[src/rtl/div_share_pkg.sv]
// Shared definitions for the divider-sharing scheduler.
//   DIV_W          : operand / quotient width of the shared divider
//   ID_W           : requester-id width, sized for the largest supported NREQ (8)
//   tag_t          : per-issue owner tag carried alongside the divider pipeline
//   QUOT_ALL_ONES  : quotient returned for a flagged divide-by-zero
package div_share_pkg;

    localparam int DIV_W    = 64;
    localparam int MAX_NREQ = 8;
    localparam int ID_W     = $clog2(MAX_NREQ);

    localparam logic [DIV_W-1:0] QUOT_ALL_ONES = {DIV_W{1'b1}};

    typedef struct packed {
        logic            valid;
        logic [ID_W-1:0] id;
        logic            dbz;
    } tag_t;

    localparam tag_t TAG_IDLE = tag_t'({(ID_W+2){1'b0}});

    function automatic tag_t make_tag(input logic valid, input logic [ID_W-1:0] id,
                                      input logic dbz);
        tag_t t;
        t.valid = valid;
        t.id    = id;
        t.dbz   = dbz;
        return t;
    endfunction

endpackage

[src/rtl/rr_arbiter.sv]
// Combinational round-robin arbiter.
// The requester at index rr has the highest priority; the search proceeds
// upward modulo NREQ.
//   req       in  NREQ  request vector
//   rr        in  ID_W  highest-priority index (0..NREQ-1)
//   grant     out NREQ  one-hot grant, or zero when no request
//   grant_idx out ID_W  index of the granted requester (valid with grant_any)
//   grant_any out 1     some requester was granted
module rr_arbiter
    import div_share_pkg::*;
#(
    parameter int NREQ = 4
) (
    input  logic [NREQ-1:0] req,
    input  logic [ID_W-1:0] rr,
    output logic [NREQ-1:0] grant,
    output logic [ID_W-1:0] grant_idx,
    output logic            grant_any
);

    localparam logic [ID_W:0]   NREQ_W   = (ID_W+1)'(NREQ);
    localparam logic [NREQ-1:0] ONE_HOT0 = {{(NREQ-1){1'b0}}, 1'b1};

    logic [2*NREQ-1:0] dbl_s;
    logic [NREQ-1:0]   rot_s;
    logic [ID_W:0]     off_s;
    logic [ID_W:0]     sum_s;
    logic              found_s;

    // Rotate the request vector so bit 0 is the rr requester, take the first
    // set bit, then map the offset back to an absolute index.
    always_comb begin
        dbl_s   = {req, req};
        rot_s   = NREQ'(dbl_s >> rr);
        found_s = 1'b0;
        off_s   = {(ID_W+1){1'b0}};
        for (int k = 0; k < NREQ; k++) begin
            if (rot_s[k] && !found_s) begin
                found_s = 1'b1;
                off_s   = (ID_W+1)'(k);
            end else begin
                off_s = off_s;
            end
        end
        sum_s = {1'b0, rr} + off_s;
        if (sum_s >= NREQ_W) begin
            grant_idx = ID_W'(sum_s - NREQ_W);
        end else begin
            grant_idx = ID_W'(sum_s);
        end
        grant_any = found_s;
        if (found_s) begin
            grant = ONE_HOT0 << grant_idx;
        end else begin
            grant = {NREQ{1'b0}};
        end
    end

endmodule

[src/rtl/div_share_sched.sv]
// Round-robin scheduler sharing one pipelined 64-bit divider between NREQ
// requesters. Each issue carries an owner tag through a pipeline matched to
// the divider latency so the quotient is routed back to its requester.
// Optional build macro: DIV_ZERO_CHECK_EN (flag divisor==0 at accept and
// force an all-ones quotient with rsp_dbz=1 on the response).
//   clk, rstn        clock, synchronous active-low reset
//   req_valid/ready  per-requester handshake (ready is the combinational grant)
//   req_dividend/divisor  packed operands, requester i at [64*i +: 64]
//   rsp_valid        one-cycle one-hot result strobe
//   rsp_quotient     result for the flagged requester
//   rsp_dbz          divide-by-zero flag (0 unless DIV_ZERO_CHECK_EN)
//   div_dividend/divisor/quotient  shared divider connection
//   busy             any issued divide still in flight
module div_share_sched
    import div_share_pkg::*;
#(
    parameter int NREQ        = 4,
    parameter int DIV_LATENCY = 65
) (
    input  logic                  clk,
    input  logic                  rstn,
    input  logic [NREQ-1:0]       req_valid,
    output logic [NREQ-1:0]       req_ready,
    input  logic [NREQ*DIV_W-1:0] req_dividend,
    input  logic [NREQ*DIV_W-1:0] req_divisor,
    output logic [NREQ-1:0]       rsp_valid,
    output logic [DIV_W-1:0]      rsp_quotient,
    output logic                  rsp_dbz,
    output logic [DIV_W-1:0]      div_dividend,
    output logic [DIV_W-1:0]      div_divisor,
    input  logic [DIV_W-1:0]      div_quotient,
    output logic                  busy
);

    localparam logic [ID_W-1:0] LAST_ID  = ID_W'(NREQ-1);
    localparam logic [NREQ-1:0] ONE_HOT0 = {{(NREQ-1){1'b0}}, 1'b1};

    logic [ID_W-1:0]  rr_r;
    logic [NREQ-1:0]  grant_s;
    logic [ID_W-1:0]  grant_idx_s;
    logic             grant_any_s;
    logic [DIV_W-1:0] sel_dividend_s;
    logic [DIV_W-1:0] sel_divisor_s;
    logic             dbz_s;
    tag_t             new_tag_s;
    // Stage k lines up with the divider's input k cycles ago; the last stage
    // lines up with div_quotient.
    tag_t             tag_pipe_r [0:DIV_LATENCY];
    logic [DIV_W-1:0] div_dividend_r;
    logic [DIV_W-1:0] div_divisor_r;
    logic [NREQ-1:0]  rsp_valid_r;
    logic [DIV_W-1:0] rsp_quotient_r;

    rr_arbiter #(.NREQ(NREQ)) u_arb (
        .req       (req_valid),
        .rr        (rr_r),
        .grant     (grant_s),
        .grant_idx (grant_idx_s),
        .grant_any (grant_any_s)
    );

    assign req_ready    = grant_s;
    assign div_dividend = div_dividend_r;
    assign div_divisor  = div_divisor_r;
    assign rsp_valid    = rsp_valid_r;
    assign rsp_quotient = rsp_quotient_r;

    // Select the granted requester's operands and build its tag.
    always_comb begin
        sel_dividend_s = {DIV_W{1'b0}};
        sel_divisor_s  = {DIV_W{1'b0}};
        for (int k = 0; k < NREQ; k++) begin
            if (grant_s[k]) begin
                sel_dividend_s = req_dividend[k*DIV_W +: DIV_W];
                sel_divisor_s  = req_divisor[k*DIV_W +: DIV_W];
            end else begin
                sel_dividend_s = sel_dividend_s;
            end
        end
`ifdef DIV_ZERO_CHECK_EN
        dbz_s = (sel_divisor_s == {DIV_W{1'b0}});
`else
        dbz_s = 1'b0;
`endif
        new_tag_s = make_tag(grant_any_s, grant_idx_s, dbz_s);
    end

    // Round-robin pointer: the requester after the winner gets top priority.
    always_ff @(posedge clk) begin
        if (!rstn) begin
            rr_r <= {ID_W{1'b0}};
        end else if (grant_any_s) begin
            rr_r <= (grant_idx_s == LAST_ID) ? {ID_W{1'b0}} : grant_idx_s + 1'b1;
        end else begin
            rr_r <= rr_r;
        end
    end

    // Divider operand registers; they hold when nothing is issued.
    always_ff @(posedge clk) begin
        if (!rstn) begin
            div_dividend_r <= {DIV_W{1'b0}};
            div_divisor_r  <= {DIV_W{1'b0}};
        end else if (grant_any_s) begin
            div_dividend_r <= sel_dividend_s;
            div_divisor_r  <= sel_divisor_s;
        end else begin
            div_dividend_r <= div_dividend_r;
            div_divisor_r  <= div_divisor_r;
        end
    end

    // Tag pipeline shifts every cycle; an idle slot pushes an invalid tag.
    always_ff @(posedge clk) begin
        if (!rstn) begin
            for (int k = 0; k <= DIV_LATENCY; k++) begin
                tag_pipe_r[k] <= TAG_IDLE;
            end
        end else begin
            tag_pipe_r[0] <= new_tag_s;
            for (int k = 1; k <= DIV_LATENCY; k++) begin
                tag_pipe_r[k] <= tag_pipe_r[k-1];
            end
        end
    end

    // Response register: strobe the owner of the tag aligned with div_quotient.
    always_ff @(posedge clk) begin
        if (!rstn) begin
            rsp_valid_r    <= {NREQ{1'b0}};
            rsp_quotient_r <= {DIV_W{1'b0}};
        end else if (tag_pipe_r[DIV_LATENCY].valid) begin
            rsp_valid_r <= ONE_HOT0 << tag_pipe_r[DIV_LATENCY].id;
`ifdef DIV_ZERO_CHECK_EN
            rsp_quotient_r <= tag_pipe_r[DIV_LATENCY].dbz ? QUOT_ALL_ONES : div_quotient;
`else
            rsp_quotient_r <= div_quotient;
`endif
        end else begin
            rsp_valid_r    <= {NREQ{1'b0}};
            rsp_quotient_r <= rsp_quotient_r;
        end
    end

`ifdef DIV_ZERO_CHECK_EN
    logic rsp_dbz_r;

    // Divide-by-zero flag travels with the response strobe.
    always_ff @(posedge clk) begin
        if (!rstn) begin
            rsp_dbz_r <= 1'b0;
        end else if (tag_pipe_r[DIV_LATENCY].valid) begin
            rsp_dbz_r <= tag_pipe_r[DIV_LATENCY].dbz;
        end else begin
            rsp_dbz_r <= 1'b0;
        end
    end

    assign rsp_dbz = rsp_dbz_r;
`else
    assign rsp_dbz = 1'b0;
`endif

    // Busy while any tag in flight is valid.
    always_comb begin
        busy = 1'b0;
        for (int k = 0; k <= DIV_LATENCY; k++) begin
            busy = busy | tag_pipe_r[k].valid;
        end
    end

endmodule

[config.mk]
export PLATFORM = sky130hd
export DESIGN_NAME = div_share_sched
export DESIGN_NICKNAME = d
export VERILOG_FILES = /design/src/rtl/div_share_pkg.sv /design/src/rtl/rr_arbiter.sv /design/src/rtl/div_share_sched.sv
export SDC_FILE = /design/constraint.sdc
export NUM_CORES = 1
export LEC_CHECK = 0
export BUFFER_PORTS_ARGS = -buffer_cell sky130_fd_sc_hd__buf_4
export CELL_PAD_IN_SITES_DETAIL_PLACEMENT = 1
export CELL_PAD_IN_SITES_GLOBAL_PLACEMENT = 2
export CORE_AREA = 4 4 307 309
export CTS_BUF_LIST = sky130_fd_sc_hd__clkbuf_4 sky130_fd_sc_hd__clkbuf_8 sky130_fd_sc_hd__clkbuf_16
export DETAILED_ROUTE_END_ITERATION = 10
export DIE_AREA = 0 0 311 313
export PLACE_DENSITY_LB_ADDON = 0.05
export SYNTH_ARGS = -nofsm -noshare
export SYNTH_HDL_FRONTEND = slang
export SYNTH_SLANG_ARGS = --single-unit
[constraint.sdc]
create_clock -name clk -period 3.9 [get_ports clk]
set_input_delay 0.195 -clock clk [delete_from_list [all_inputs] [get_ports clk]]
set_output_delay 0.195 -clock clk [all_outputs]
set_load 0.01 [all_outputs]
==> results of run 1 <==
==> through the flow <==
step / instance area, sq um / std cells / utilization [%]
6_report: 31000 / 4297 / 33.9
5_1_grt: 31000 / 4288 / 33.9
4_1_cts: 30800 / 4264 / 33.7
3_5_place_dp: 25500 / 3839 / 27.9
3_3_place_gp: 25500 / 3839 / 27.9
2_1_floorplan: 18200 / 2012 / -
==> worst register-to-register path: stages, from the launching register on <==
cell,delay (ns)
dfxtp_4,0.37
buf_4,0.15
a311o_1,0.34
nand2b_1,0.18
o22ai_2,0.17
inv_1,0.09
fa_2,0.62
inv_2,0.08
ha_1,0.23
or2_4,0.29
buf_12,0.19
o21ai_0,0.21
nand3_1,0.11
nand3_1,0.11
dlygate4sd3_1,0.54
==> cells in the final DEF (no fill, tap or decap), types with 24 or more instances in the layout <==
master           n
and2_1         263
dlygate4sd3_1  324
nand3_1        283
a221oi_1        34
a22oi_1         94
clkbuf_16       60
nor2b_1         75
dfxtp_1        460
nand2_1        141
o21ai_0        109
a21oi_1         27
inv_1           24
mux2i_1         83
nand4_1         98
buf_4          823
nor2_1          24
==> per-layer routing <==
metal	part of all wire [%]	vias up	global-route usage, %
met4	2.0	26	4.55
li1	-	9157	-
met2	52	547	36.1
met3	6.7	138	5.84
met1	39	9519	22.1
met5	0.16	-	0
==> cell families (layout without fill, tap and decap cells) <==
group | after synthesis | count (layout) | share of synthesized area (%)
flip-flops | 463 | 463 | 50.8
other | 1 | 21 | 0.0206
buffers and inverters | 219 | 1298 | 4.73
AO/OA/AOI/OAI | 311 | 311 | 11.7
multiplexers | 83 | 83 | 4.56
AND/OR/NAND/NOR | 928 | 928 | 27.6
adder cells (fa/ha/maj) | 7 | 7 | 0.522
==> repair_timing <==
item | 4_1_cts | 5_1_grt
endpoints found under the setup margin | 1 | 9
hold buffers | 324 | 0
pin swaps | 0 | 2
gates cloned | 0 | 4
resized for setup | 4 | 11
endpoints found under the hold margin | 192 | 0
setup buffers | 0 | 9
==> cell type report <==
| cell class | instances | area (sq um) |
|---|---|---|
| fill | 10400 | 60400 |
| timing repair buffer | 1172 | 9930 |
| sequential | 463 | 9280 |
| multi-input combinational | 1330 | 8190 |
| clock buffer | 81 | 1680 |
| tap | 1186 | 1480 |
| clock inverter | 20 | 325 |
| inverter | 25 | 93.8 |
| antenna | 20 | 50.0 |
==> sequential cells by signal (all words and copies together), names as in the netlist <==
register      count
tag_pipe_r      264
div_dividend     64
div_divisor      64
rsp_quotient     64
rsp_valid         4
rr_r              3
==> worst paths after layout <==
path                                                    from                      endpoint  slack, ns
worst max register to register          rr_r[0]$_SDFFE_PN0P_  div_divisor[62]$_SDFFE_PN0P_       0.17
worst max-delay path                    rr_r[0]$_SDFFE_PN0P_  div_divisor[62]$_SDFFE_PN0P_       0.17
worst min register to register  tag_pipe_r[0][58]$_SDFF_PN0_  tag_pipe_r[0][63]$_SDFF_PN0_       0.42
worst min-delay path                        req_divisor[129]   div_divisor[1]$_SDFFE_PN0P_       0.04
==> report_power, final <==
part	switching [mW]	leakage, nW	internal, mW
combinational	6.08	8.58	4.31
sequential	0.258	3.76	5.24
clock	2.20	0.990	3.45
==> impl_results.md, run 1 <==
* Status: complete, no violations
* TritonRoute pass-1 iters at 5
* Pin count of the biggest net entering global routing at 172
* Post-synthesis register bit count at 463
* Synthesized Nets at 2601
* Min Hold Slack at 0.0422 ns
* Crit path required time at 4.46 ns
* Setup WS pre-CTS at 0.0955 ns
* Row count at 111
* Final setup margin at 0.174 ns
* Total GRT Usage at 19.6%
* Most used cell, CP: nand3_1
* Final Max Slew Viols at 0
* CP delay by family, top: buffers and inverters
* Pwr dens at 694 nW/um^2
* Relative slew slack at 46.9%
* Final hold vios at 0
* Worst Tran Pin Value at 0.796 ns
* IO Count at 784
* Startpoint Class: flop
* CTS root buf: clkbuf_16
* WP buf/inv at 5
* Core footprint at 91400 sq um
* H-tree levels at 2
* Number of cells on the critical path at 14
* DR vias at 19400
* Critical path's slowest cell: fa_2
* TNS Setup at 0 ns
* Max Cap Viol at 0
* Synth area leader: dfxtp_1
* Layout area overhead at 70.2%
* Detail Placement HPWL at 75500 microns
* Placer Congestion at 0.861
* Hold depth at 5
* Syn_area_per_cell at 9.06 sq um
* Synth top area cells: dfxtp_1 (51%), and2_1 (9.1%), nand3_1 (7.8%)
* Die span in x at 311 microns
* Clock sinks at 463
* Worst setup EP type: flop
* Unique cell type count in the Yosys netlist at 44
* Vias in the first global route at 20900
* Nets at 3637
* PortBufs at 782
* Drt first-iter violations at 1032
* Die Footprint at 97300 sq um
* Via density at 4.51
* EDFF count, synth at 0
* Most numerous cell in the Yosys netlist: dfxtp_1
* CTS Buf Count at 56
* Top_reg_cell synth: dfxtp_1
* Maximum clock path buffer count at 3
* R2R cell count at 14
* Syn. warnings at 0
* Residual DRC count at 0
* First-pass GRT wire length at 145000 microns
* Gr ovfl total at 0
* LEAKAGE at 13.3 nW
* Starting Density at 19.9%
* Highest Clock Rate at 268 MHz
* Worst-path fanout max at 38
* Total chip power at 21.5 mW
* Worst vdd ir at 640 uV
* Syn Inst Count at 2012
* Die height at 313 microns
* Wire per inst at 23.6 microns
* Ratio of cells with drive above 1 in the final layout at 31.7%
* Final setup violation count at 0
* Worst Skew at 0.00970 ns
* Crit-path cells: buf_4 > a311o_1 > nand2b_1 > o22ai_2 > inv_1 > fa_2 > inv_2 > ha_1 > or2_4 > buf_12 > o21ai_0 > nand3_1 > nand3_1 > dlygate4sd3_1
* Post-synthesis async set-or-reset flop share at 0%
* Crit Path Class: flop to flop
* Antenna violations before repair at 33
* CTS tree: built
* Period utilization at 95.5%
* Routed WL at 101000 microns
* ANT nets after route at 0
* Synth cell count leaders: dfxtp_1 (463), nand3_1 (283), and2_1 (265)
* Synth top area share at 50.8%
* Post-Syn Area at 18200 sq um
* Path type of the worst min-delay path: input pin to flop
* Tmin final at 3.73 ns
* Clk_lat worst skew at 0.61 ns
* Clk slew on worst S/H paths at 0.06 ns
* Critical path's largest stage delay at 0.62 ns
* WP data arrival at 4.28 ns
* Seq/Total Area, Yosys at 50.8%
No activity file was read; power rests on OpenSTA's default activity.
==> inputs of run 2 (changes only) <==
CORE_AREA = 4 4 301 303   (was 4 4 307 309)
CTS_BUF_LIST = sky130_fd_sc_hd__clkbuf_2   (was sky130_fd_sc_hd__clkbuf_4 sky130_fd_sc_hd__clkbuf_8 sky130_fd_sc_hd__clkbuf_16)
DIE_AREA = 0 0 305 307   (was 0 0 311 313)
==> run 2 against run 1 <==
  * The run now fails in 4_1_cts
  * Area after synthesis unchanged
  * Synthesized cell count is the same
==> impl_results.md, run 2 <==
* CTS Buf Count at 141
* Hold Buf Count CTS at 815
* Top_reg_cell synth: dfxtp_1
* Post-Syn Area at 18200 sq um
* Detail Placement HPWL at 72500 microns
* Starting Density at 20.7%
* Post-synthesis mux area share at 4.56%
* Synth Area in Simple Gates at 27.6%
* Syn Inst Count at 2012
* Post-synthesis async set-or-reset flop share at 0%
* Synthesized Nets at 2601
* Syn_area_per_cell at 9.06 sq um
* Synth Area in Compound Gates at 11.7%
* Seq/Total Area, Yosys at 50.8%
* Die span in x at 305 microns
* Syn. warnings at 0
* Synth area leader: dfxtp_1
* Post-synthesis xor/xnor area fraction at 0%
* Status: did not finish
* Post-synthesis register bit count at 463
* Unique cell type count in the Yosys netlist at 44
* Stop stage: 4_1_cts
* Synth top area share at 50.8%
* CTS root buf: clkbuf_2
* EDFF count, synth at 0
* Most numerous cell in the Yosys netlist: dfxtp_1
* Synth cell count leaders: dfxtp_1 (463), nand3_1 (283), and2_1 (265)
* Row count at 109
* Total setup buffers inserted after CTS at 14
* Maximum clock path buffer count at 3
* CTS-repair resized insts at 42
* PortBufs at 782
* Error: [ERROR RSZ-0060] Max buffer count reached.
* IO Count at 784
* Die height at 307 microns
* Synth Area in Adders at 0.522%
* Placer Congestion at 0.846
* Largest family of logic cells by synthesized area: simple AND/OR/NAND/NOR gates
* H-tree levels at 4
* Clock sinks at 463
* Synth top area cells: dfxtp_1 (51%), and2_1 (9.1%), nand3_1 (7.8%)
[run 2: cell counts after synthesis]
Identical to the previous run, type by type.
[run 2: kinds of logic after synthesis]
| logic type | Yosys count |
|---|---|
| flip-flops | 463 |
| multiplexers | 83 |
| AND/OR/NAND/NOR | 928 |
| buffers and inverters | 219 |
| adder cells (fa/ha/maj) | 7 |
| AO/OA/AOI/OAI | 311 |
| other | 1 |
[run 2: per-stage QoR]
| step | setup slack, ns | area, sq um | cells | setup TNS [ns] | hold WS, ns |
|---|---|---|---|---|---|
| after detailed placement | -0.0718 | 25400 | 3811 | -0.928 | 0.420 |
| after global placement | 0.0325 | 25400 | 3811 | 0 | 0.412 |
| after floorplan | 0.503 | 18200 | 2012 | 0 | 0.341 |
==> inputs of run 3 (changes only) <==
CELL_PAD_IN_SITES_DETAIL_PLACEMENT = not set   (was 1)
CELL_PAD_IN_SITES_GLOBAL_PLACEMENT = not set   (was 2)
CORE_AREA = not set   (was 4 4 301 303)
CORE_MARGIN = 4   (was not set)
CORE_UTILIZATION = 20   (was not set)
CTS_BUF_LIST = not set   (was sky130_fd_sc_hd__clkbuf_2)
DIE_AREA = not set   (was 0 0 305 307)
PLACE_DENSITY_LB_ADDON = 0.15   (was 0.05)
==> run 3 against run 2 <==
  * The flow now finishes without violations
==> impl_results.md, run 3 (same netlist as run 1, synthesis figures left out) <==
* Status: complete, no violations
* Fillers at 9436
* Worst Hold Launch: req_divisor[149]
* Worst Skew at 0.0165 ns
* Residual DRC count at 0
* Pwr dens at 709 nW/um^2
* DR vias at 19600
* Finished Cell Area at 31000 sq um
* Worst vdd ir at 636 uV
* Total GRT Usage at 19.7%
* Critical path's slowest cell: dlygate4sd3_1
* Die Footprint at 96100 sq um
* Highest Clock Rate at 266 MHz
* Relative slew slack at 27.0%
* LEAKAGE at 13.3 nW
* Final hold vios at 0
* Finished Layout Cells at 4292
* Detail Placement HPWL at 75100 microns
* TritonRoute pass-1 iters at 5
* Final setup violation count at 0
* ANT nets after route at 0
* RSZ-0062 raised after global routing: true
* Ratio of cells with drive above 1 in the final layout at 31.4%
* Total chip power at 22.0 mW
* CTS Buf Count at 55
* Die height at 310 microns
* Maximum clock path buffer count at 3
* TNS Setup at 0 ns
* H-tree levels at 2
* Worst setup EP type: flop
* Clock sinks at 463
* Gr ovfl total at 0
* Drt first-iter violations at 1248
* Final Max Slew Viols at 0
* Biggest register: tag_pipe_r
* Max Cap Viol at 0
* Most common cell after layout, fill and taps aside: buf_4
* First-pass GRT wire length at 138000 microns
* Crit Path Class: flop to flop
* Routed WL at 102000 microns
* WP data arrival at 4.32 ns
* Clk_lat worst skew at 0.63 ns
* CTS root buf: clkbuf_16
* Layout area overhead at 70.0%
* Critical path's largest stage delay at 0.56 ns
* Period utilization at 96.6%
* Placed Cells at 3826
* Wire per inst at 23.8 microns
* Worst Tran Pin Value at 1.10 ns
* Leading cell types in the layout, fill and taps excluded: buf_4 (824), dfxtp_1 (460), dlygate4sd3_1 (328)
* CTS tree: built
* Startpoint Class: flop
* PortBufs at 782
* Most used cell, CP: a21oi_1
* Pin count of the biggest net entering global routing at 145
* Dpl cell area at 25400 sq um
* Placer Congestion at 0.939
* Tmin final at 3.77 ns
* Path type of the worst min-delay path: input pin to flop
* R2R Path Start: rr_r[0]$_SDFFE_PN0P_
* Clk slew on worst S/H paths at 0.06 ns
* Nets at 3638
* Vias in the first global route at 20300
* Via density at 4.56
* Crit path launch: rr_r[0]$_SDFFE_PN0P_
* Starting Density at 20.2%
* Crit-path cells: nor4bb_1 > a21oi_1 > o221ai_1 > nand2_1 > o21ai_0 > ha_1 > inv_1 > fa_2 > buf_4 > ha_4 > nor2b_4 > buf_12 > a221oi_1 > nor3_1 > a21oi_1 > dlygate4sd3_1 > o2bb2ai_1
* Crit path required time at 4.45 ns
* Largest register FFs at 264
* IO Count at 784
* Row count at 110
* Die span in x at 310 microns
* Worst-path fanout max at 13
* Core footprint at 90300 sq um
* Antenna violations before repair at 40
run 3: where the power goes:
group	total, mW	leakage, nW	internal (mW)	switching, mW
Sequential	5.52	3.76	5.24	0.285
Combinational	10.8	8.61	4.59	6.23
Clock	5.62	0.973	3.40	2.23
Total	22.0	13.3	13.2	8.74
run 3: per-layer routing:
metal	global-route usage [%]	part of all wire, %
met5	0	0.15
met4	9.65	5.3
met3	6.36	7.5
met2	36.4	52
met1	19.9	35
run 3: final timing paths:
| path | cells past startpoint | slack, ns | end |
|---|---|---|---|
| max | 17 | 0.13 | div_divisor[0]$_SDFFE_PN0P_ |
| min | 5 | 0.03 | div_divisor[21]$_SDFFE_PN0P_ |
| max reg2reg | 17 | 0.13 | div_divisor[0]$_SDFFE_PN0P_ |
| min reg2reg | 1 | 0.42 | tag_pipe_r[0][143]$_SDFF_PN0_ |
run 3: timing repair:
item	4_1_cts	5_1_grt
resized for setup	4	22
buffers inserted	0	8
gates cloned	0	6
pin swaps	0	2
hold endpoints to repair	192	0
setup endpoints to repair	2	29
hold buffers	328	0
run 3: stage by stage:
| step | utilization, % | setup slack [ns] | hold slack (ns) |
|---|---|---|---|
| finish | 34.3 | 0.134 | 0.0268 |
| floorplan | - | 0.503 | 0.341 |
| detailed placement | 28.1 | 0.127 | 0.418 |
| global route | 34.3 | -0.0251 | 0.0378 |
| CTS | 34.0 | 0.00822 | 0.000386 |
| global placement | 28.1 | 0.155 | 0.413 |
run 3: critical path, delay by kind of cell, from the launching register on:
family	cells	cell delay (ns)
buffers and inverters	4	0.99
adders and majority gates	3	0.87
and+or+nand+nor	4	0.73
AOI/OAI and AO/OA	6	0.70
DFF	1	0.38
run 3: final cells by class:
type                       instances  area (sq um)  area share (%)
antenna                           21          52.6           0.170
clock buffer                      72          1540            4.97
sequential                       463          9280            29.9
inverter                          25          93.8           0.303
timing repair buffer            1174          9940            32.1
clock inverter                    31           447            1.44
multi-input combinational       1330          8170            26.4
tap                             1176          1470            4.75
==> inputs of run 4 (changes only) <==
CORE_AREA = 4 4 305 307   (was not set)
CORE_MARGIN = not set   (was 4)
CORE_UTILIZATION = not set   (was 20)
DIE_AREA = 0 0 309 311   (was not set)
SETUP_SLACK_MARGIN = 0.4   (was not set)
SYNTH_HIERARCHICAL = 1   (was not set)
==> run 4 against run 3 <==
  * Clock skew up 0.016 ns
  * Core utilization is 1.4 points higher
  * Via count fell by 3.3%
  * Critical path type unchanged
  * Critical endpoint is now div_dividend[43]$_SDFFE_PN0P_
  * Largest cell class unchanged
==> impl_results.md, run 4 <==
* Status: complete, no violations
* Via density at 4.57
* Post-synthesis register bit count at 463
* LEAKAGE at 13.4 nW
* Crit path required time at 4.39 ns
* Ratio of cells with drive above 1 in the final layout at 34.3%
* Tmin final at 3.55 ns
* Routed WL at 97700 microns
* Pin count of the biggest net entering global routing at 141
* Startpoint Class: flop
* Detail Placement HPWL at 71200 microns
* Worst vdd ir at 690 uV
* Drt first-iter violations at 1423
* Clk slew on worst S/H paths at 0.06 ns
* Synth top area cells: dfxtp_1 (55%), and2_1 (9.8%), a221o_1 (7.5%)
* Die height at 311 microns
* Seq/Total Area, Yosys at 54.8%
* Relative slew slack at 31.6%
* Path type of the worst min-delay path: input pin to flop
* Critical path's slowest cell: dfxtp_4
* Highest Clock Rate at 282 MHz
* Clock sinks at 463
* Hold depth at 4
* CTS root buf: clkbuf_16
* WP buf/inv at 5
* CP delay by family, top: compound AO/OA/AOI/OAI gates
* Row count at 110
* Die span in x at 309 microns
* Die Footprint at 96100 sq um
* CTS tree: built
* Period utilization at 91.0%
* Worst Tran Pin Value at 1.03 ns
* Top_reg_cell synth: dfxtp_1
* Residual DRC count at 0
* Worst setup EP type: flop
* Setup WS pre-CTS at 0.0407 ns
* First-pass GRT wire length at 135000 microns
* Total GRT Usage at 19.0%
* Layout Utilization at 35.7%
* PortBufs at 782
* Layout area overhead at 90.0%
* ANT nets after route at 0
* Final setup margin at 0.353 ns
* Synth top area share at 54.8%
* Post-Syn Area at 16900 sq um
* Syn. warnings at 6
* Gr ovfl total at 0
* TritonRoute pass-1 iters at 5
* Wire per inst at 23.6 microns
* Worst-path fanout max at 93
* R2R cell count at 16
* Vias in the first global route at 19500
* EDFF count, synth at 0
* Antenna violations before repair at 50
* Final Max Slew Viols at 0
* Syn_area_per_cell at 10.5 sq um
* Post-synthesis async set-or-reset flop share at 0%
* Starting Density at 18.8%
* Most common cell after layout, fill and taps aside: buf_4
* Unique cell type count in the Yosys netlist at 42
* Final setup violation count at 0
* WP data arrival at 4.04 ns
* Synth cell count leaders: dfxtp_1 (463), and2_1 (264), a21oi_1 (131)
* H-tree levels at 2
* Crit Path Class: flop to flop
* Max Cap Viol at 0
* Synthesized Nets at 2199
* Most used cell, CP: buf_6
* Maximum clock path buffer count at 3
* Syn Inst Count at 1613
* Core footprint at 90000 sq um
* RSZ-0062 raised after global routing: true
* Placer Congestion at 0.959
* Largest register FFs at 264
* Clk_lat worst skew at 0.63 ns
* Nets at 3466
* CTS Buf Count at 56
* Most numerous cell in the Yosys netlist: dfxtp_1
* Leading cell types in the layout, fill and taps excluded: buf_4 (809), dlygate4sd3_1 (517), dfxtp_1 (460)
* Synth area leader: dfxtp_1
* Crit-path cells: buf_6 > a311oi_4 > nand4_1 > o31ai_4 > ha_1 > a21oi_2 > nor2_4 > a21o_4 > buf_6 > buf_6 > nor3_4 > buf_4 > nand2_4 > buf_12 > o221ai_1 > a21oi_1
* Critical path's largest stage delay at 0.37 ns
* DR vias at 18900
* Final hold vios at 0
* TNS Setup at 0 ns
* Number of cells on the critical path at 16
* Biggest register: tag_pipe_r
* Pwr dens at 680 nW/um^2
* IO Count at 784
* Worst Skew at 0.0324 ns
run 4: where the power goes:
part	internal [mW]	total, mW	switching (mW)
Sequential	5.30	5.69	0.394
Clock	3.43	5.63	2.20
Combinational	4.86	10.5	5.64
run 4: final timing paths:
| path | from | endpoint | slack (ns) |
|---|---|---|---|
| setup / recovery | rr_r[0]$_SDFFE_PN0P_ | div_dividend[43]$_SDFFE_PN0P_ | 0.35 |
| hold / removal | req_divisor[113] | div_divisor[49]$_SDFFE_PN0P_ | 0.04 |
| setup reg to reg | rr_r[0]$_SDFFE_PN0P_ | div_dividend[43]$_SDFFE_PN0P_ | 0.35 |
| hold reg to reg | tag_pipe_r[0][42]$_SDFF_PN0_ | tag_pipe_r[0][47]$_SDFF_PN0_ | 0.40 |
run 4: cell families (layout without fill, tap and decap cells):
logic type                 after synthesis  in the layout  share of synthesized area [%]
AOI/OAI and AO/OA                      528            528                           22.5
muxes                                   65             65                           3.85
and+or+nand+nor                        387            387                           14.2
DFF                                    463            463                           54.8
other                                    1             38                         0.0222
adders and majority gates                4              4                          0.340
buffers and inverters                  165           1479                           4.26
run 4: per-stage QoR:
step	hold slack (ns)	cells	power, mW	instance area, sq um
detailed placement	0.417	3457	14.5	24200
global placement	0.414	3457	14.4	24200
global route	0.0232	4123	22.9	32100
finish	0.0381	4140	21.8	32100
floorplan	0.364	1613	10.6	16900
CTS	0.000535	4085	20.9	31400
run 4: worst register-to-register path, cell delays in order (launching register included):
cell      delay [ns]
dfxtp_4         0.37
buf_6           0.14
a311oi_4        0.33
nand4_1         0.20
o31ai_4         0.12
ha_1            0.28
a21oi_2         0.19
nor2_4          0.06
a21o_4          0.21
buf_6           0.13
buf_6           0.11
nor3_4          0.19
buf_4           0.21
nand2_4         0.07
buf_12          0.21
o221ai_1        0.50
a21oi_1         0.08
run 4: layer usage:
| layer | global-route usage, % | routed length, microns | share of wire, % | vias up |
|---|---|---|---|---|
| met4 | 8.03 | 5010 | 5.1 | 6 |
| met2 | 32.5 | 47200 | 48 | 926 |
| met5 | 0 | 43 | 0.044 | - |
| met1 | 21.9 | 37000 | 38 | 9175 |
| met3 | 5.68 | 8400 | 8.6 | 268 |
| li1 | - | - | - | 8554 |
run 4: repair_timing:
item | 4_1_cts | 5_1_grt
resized for setup | 14 | 61
endpoints found under the hold margin | 192 | 1
hold buffers | 516 | 1
setup buffers | 7 | 8
gates cloned | 0 | 9
endpoints found under the setup margin | 132 | 132
pin swaps | 4 | 16
run 4: area by class of cell:
class	count	area, sq um
Fill cell	9126	57900
Timing Repair Buffer	1369	12000
Sequential cell	463	9280
Multi-Input combinational cell	985	7250
Clock buffer	75	1570
Tap cell	1176	1470
Clock inverter	30	423
Antenna cell	37	92.6
Inverter	5	23.8
